`src/rtl/dac_stream_ctrl.sv`:
```
// dac_stream_ctrl: paced sample FIFO between the core and the DAC.
// Buffers samples, primes to half-full, then issues one per divider tick.
module dac_stream_ctrl #(
    parameter int WIDTH = 10,
    parameter int DEPTH = 4,
    parameter int DIV_W = 16
) (
    input  logic                     CLK,
    input  logic                     reset_n,
    input  logic [WIDTH-1:0]         in_data,
    input  logic                     in_valid,
    output logic                     in_ready,
    input  logic                     enable,
    input  logic [DIV_W-1:0]         div,
    input  logic                     mute,
    input  logic                     clr_underflow,
    output logic [WIDTH-1:0]         dac_d,
    output logic                     dac_update,
    output logic [$clog2(DEPTH):0]   fifo_level,
    output logic                     underflow,
    output logic [1:0]               state
);

    localparam int AW = $clog2(DEPTH);
    localparam int LW = AW + 1;
    localparam logic [WIDTH-1:0] MID = {1'b1, {(WIDTH-1){1'b0}}};
    localparam logic [LW-1:0] FULL = LW'(DEPTH);
    localparam logic [LW-1:0] HALF = LW'(DEPTH / 2);

    typedef enum logic [1:0] {
        IDLE  = 2'd0,
        PRIME = 2'd1,
        RUN   = 2'd2
    } state_t;

    state_t st, st_nx;

    logic [WIDTH-1:0] mem [DEPTH];
    logic [AW-1:0]    rd_ptr, wr_ptr;
    logic [LW-1:0]    level;
    logic [DIV_W-1:0] cnt;

    logic push, pop, tick, run_en, empty_tick;

    assign state      = st;
    assign fifo_level = level;
    assign in_ready   = (level != FULL);
    assign push       = in_valid && in_ready;

    // State register
    always_ff @(posedge CLK or negedge reset_n) begin
        if (!reset_n) st <= IDLE;
        else          st <= st_nx;
    end

    // Next-state logic; dropping enable always wins
    always_comb begin
        st_nx = st;
        if (!enable) begin
            st_nx = IDLE;
        end else begin
            unique case (st)
                IDLE:    st_nx = PRIME;
                PRIME:   if (level >= HALF) st_nx = RUN;
                RUN:     st_nx = RUN;
                default: st_nx = IDLE;
            endcase
        end
    end

    // Output decode: pacing tick and FIFO pop, gated so a dropped enable issues nothing
    always_comb begin
        run_en     = (st == RUN) && enable;
        tick       = run_en && (cnt >= div);
        pop        = tick && (level != '0);
        empty_tick = tick && (level == '0);
    end

    // Sample-period divider, held at zero outside RUN
    always_ff @(posedge CLK or negedge reset_n) begin
        if (!reset_n)    cnt <= '0;
        else if (!run_en) cnt <= '0;
        else if (tick)    cnt <= '0;
        else              cnt <= cnt + DIV_W'(1);
    end

    // FIFO storage; contents are don't-care once pointers reset
    always_ff @(posedge CLK) begin
        if (push) mem[wr_ptr] <= in_data;
    end

    // FIFO pointers and occupancy
    always_ff @(posedge CLK or negedge reset_n) begin
        if (!reset_n) begin
            rd_ptr <= '0;
            wr_ptr <= '0;
            level  <= '0;
        end else begin
            if (push) wr_ptr <= wr_ptr + AW'(1);
            if (pop)  rd_ptr <= rd_ptr + AW'(1);
            if (push && !pop)      level <= level + LW'(1);
            else if (pop && !push) level <= level - LW'(1);
        end
    end

    // DAC code register and update strobe; mute still consumes the sample
    always_ff @(posedge CLK or negedge reset_n) begin
        if (!reset_n) begin
            dac_d      <= MID;
            dac_update <= 1'b0;
        end else begin
            dac_update <= pop;
            if (pop) dac_d <= mute ? MID : mem[rd_ptr];
        end
    end

    // Sticky underflow; a new empty tick beats a simultaneous clear
    always_ff @(posedge CLK or negedge reset_n) begin
        if (!reset_n)          underflow <= 1'b0;
        else if (empty_tick)   underflow <= 1'b1;
        else if (clr_underflow) underflow <= 1'b0;
    end

endmodule

```
`config.mk`:
```
export PLATFORM = sky130hd
export DESIGN_NAME = dac_stream_ctrl
export DESIGN_NICKNAME = d
export VERILOG_FILES = /design/src/rtl/dac_stream_ctrl.sv
export SDC_FILE = /design/constraint.sdc
export NUM_CORES = 1
export LEC_CHECK = 0
export CAP_MARGIN = 30
export CORE_MARGIN = 10
export CORE_UTILIZATION = 55
export CTS_CLUSTER_SIZE = 20
export DETAILED_ROUTE_END_ITERATION = 10
export MAX_ROUTING_LAYER = met4
export PLACE_DENSITY = 0.77
export SETUP_SLACK_MARGIN = 0.3
export SLEW_MARGIN = 5
export SYNTH_ARGS = -nofsm -noshare
export SYNTH_HDL_FRONTEND = slang
export SYNTH_SLANG_ARGS = --single-unit
```
`constraint.sdc`:
```
create_clock -name CLK -period 3.15 [get_ports CLK]
set_input_delay 0.4725 -clock CLK [delete_from_list [all_inputs] [get_ports CLK]]
set_output_delay 0.4725 -clock CLK [all_outputs]
set_load 0.005 [all_outputs]
```
==> impl_results.md <==
- Commonest non-fill, non-tap cell in the layout: clkdlybuf4s50_1
- ANT nets after route: 0
- Largest net degree at the start of global routing: 38
- Syn Std Cell Area: 0.003651 mm2
- Worst Tran Pin Value: ~0.82 ns
- H-tree depth: 3
- Fin worst setup slack: between 0.3 and 0.4 ns
- Startpoint types: input pin
- HPWL Detailed: 4826 um
- I/O Buffers: 49
- Post-Route WL: 6659 um
- Place WS: approximately 0.0023 ns
- Layout cells sized above 1: 18.64%
- FF+latch count, synth: 77
- Detailed Route Iter0 Violations: 66
- Post-Synth XOR/XNOR Area: under 10%
- Design area: approximately 0.0045 mm2
- Reg2Reg Depth: 13
- Die extent in x: 101.5 um
- Leak pwr: 0.001875 uW
- Clock buffer count from CTS: 9
- Critical-path top delay cell: clkdlybuf4s50_1
- Synth-to-Final Area Change: 24.50%
- Setup_tns: 0 ns
- Layout fillers: 425
- Nets: 391
- Critical Path RT: 3.40 ns
- Hold Crit Class: input pin to async pin
- Total Die Area: just over 0.01 mm2
- Slew HR: 45.29%
- Initial antenna violation count: 0
- Worst-path cell chain: clkdlybuf4s50_1 > inv_1 > ha_4 > nand4_1 > nor4_4 > a32oi_4 > a21oi_2 > inv_2 > ha_4 > inv_2 > fa_2 > mux2_2
- Avg Inst Size Synth: ~14 um2
- CTS sink count: 77
- YS warnings: 0
- Vias per cell: 5.270
- Sw frac: 29.10%
- Hold WS: 0.2022 ns
- Post-synthesis mux area share: 10.69%
- Fin Clk Skew: 0.01016 ns
- P per Cell Area: 557.1 mW/mm2
- Number of max-cap violations: 0
- I/O Pins: 50
- Worst EP arrival: 3.02 ns
- Simple-gate share of the synthesized area: 10.66%
- Post-synth ARST share: around half
- Comb pwr share: between 20% and 30%
- Vias in the first global route: 2,175
- RSZ-0062 raised after global routing: yes
- Placed insts: 395
- Placed Area: 0.004259 mm2
- Adder-cell area share of the yosys netlist: a little under a tenth
- VDD IR-drop max: 0.4095 mV
- Cts hold-fix bufs: 0
- Crit path buffers/inverters: 4
- Final setup viols: 0
- Routability cong.: 0.8343
- DRC Markers: 0
- Core Region: 0.006386 mm2
- First-pass GRT wire length: 10,630 um
- Initial Util: between 50% and 60%
- Most frequent cells in the layout: clkdlybuf4s50_1, edfxtp_1, dfrtp_1, nor2_1
- FMAX: 361.1 MHz
- Largest family of logic cells by synthesized area: multiplexers
- Worst stage delay on the critical path: 0.45 ns
- CTS tree: yes
- Reg2reg start: cnt[0]
- Final hold viol count: 0
- Reg-to-reg endpoint: fifo_level[2]
- Mapped Cells: between 200 and 300
- Fin crit period: ~2.8 ns
- Power Internal: 1796 uW
- Clock latency on the worst-skew pair: about 0.36 ns
- Layout Cells excl Fill: ~420
- Most used flip-flop cell after synthesis: edfxtp_1
- Detailed Routing Iterations Pass 1: 4
- GRT Overall Usage: about 14%
- Run status: finished clean
- Worst setup path class: input pin to register
- Final period util: between 80% and 90%
- Share of the synthesized area in the top cell type: 32.90%
- Crit. End Element: register
- Sw power: 736.8 uW
- Flop pwr share: 51.4%
- Area contributors post-synth: edfxtp_1, dfrtp_1, ha_1
- DR vias: ~2,200
- Die Span Y: 101.5 um
- Synth cell types: 36
- Clock power share: 27.9%
- Routed len/inst: ~16 um
- Flop-to-flop setup slack: 0.41 ns
- Post-synth EDFFs: 40
- Family with the most delay on the worst path: adder cells
- Post-synth top area cell: edfxtp_1
- Grt total ovfl: 0
- Sequential-to-total area share from yosys stat: 58.29%
- Row cnt: 29
- CTS root buf: clkbuf_8
- Clk slew on worst S/H paths: 0.08 ns
- Crit Path Max Fanout: 2
- Bufs on Longest Clock Path: 2
- Syn_nets: approximately 330
- Synth Area in Compound Gates: 3.187%
- ANT cells: 0
- Final slew viol count: 0
flip-flops by register name, summed over array words and instances, names as in the netlist:
register / flops
rd_ptr: 2
mem: 40
cnt: 16
underflow: 1
fifo_level: 3
dac_update: 1
state: 2
dac_d: 10
wr_ptr: 2
logic make-up (layout without fill, tap and decap cells):
family,count (synthesis),after routing
flip-flops,77,77
AO/OA/AOI/OAI,18,18
AND/OR/NAND/NOR,76,76
XOR/XNOR,20,20
buffers and inverters,29,98
multiplexers,23,23
adder cells (fa/ha/maj),26,26
cell usage after synthesis (all sizes together), types with 2 or more instances:
master and n:
a21oi 9, and3 6, buf 3, dfrtp 36, edfxtp 40, ha 25, inv 25, mux2 10
mux2i 3, mux4 10, nand2 13, nand3 6, nand4 7, nor2 25, nor2b 11, nor3 2
o21ai 5, xnor2 8, xor2 12
worst max-delay path by stage:
stage             from  depth (start not counted)             to
2_1_floorplan  div[11]                         12  fifo_level[1]
3_3_place_gp    div[2]                         14  fifo_level[2]
3_5_place_dp    div[0]                         13  fifo_level[2]
4_1_cts         div[0]                         13  fifo_level[2]
5_1_grt         cnt[0]                         13  fifo_level[2]
6_report       div[10]                         12  fifo_level[1]
power by group through the flow:
stage,Combinational (uW),Sequential (uW),Clock (uW)
after floorplan,301,1310,0
after global placement,494,1320,0
after detailed placement,515,1330,0
after CTS,522,1300,726
after global routing,591,1320,767
final,526,1300,706
area by class of cell:
type,instances,area (um2),area share [%]
Clock inverter,7,62.56,1.376
Clock buffer,9,123.9,2.725
Tap cell,77,96.34,2.119
Sequential cell,77,2128,46.82
Multi-Input combinational cell,163,1485,32.67
Inverter,25,93.84,2.064
Timing Repair Buffer,57,555.5,12.22
stage by stage:
stage / utilization [%] / power [uW]
3_5_place_dp: 66.69 / 1841
5_1_grt: 71.18 / 2677
3_3_place_gp: 66.69 / 1811
6_report: 71.18 / 2532
4_1_cts: 69.61 / 2553
2_1_floorplan: - / 1607
per-layer routing:
| layer | GRT usage, % | part of all wire, % | up-vias |
|---|---|---|---|
| met5 | - | 0 | - |
| met4 | 6.217 | 1.5 | 0 |
| met3 | 4.629 | 4.9 | 11 |
| met2 | 20.41 | 50 | 43 |
| met1 | 16.28 | 44 | 1057 |
| li1 | - | - | 1076 |
repair_timing:
action                                  CTS  global route
gates resized for setup                   0            14
setup buffers                             0             4
endpoints found under the setup margin    0             2
Power figures use the tool's default switching activity.
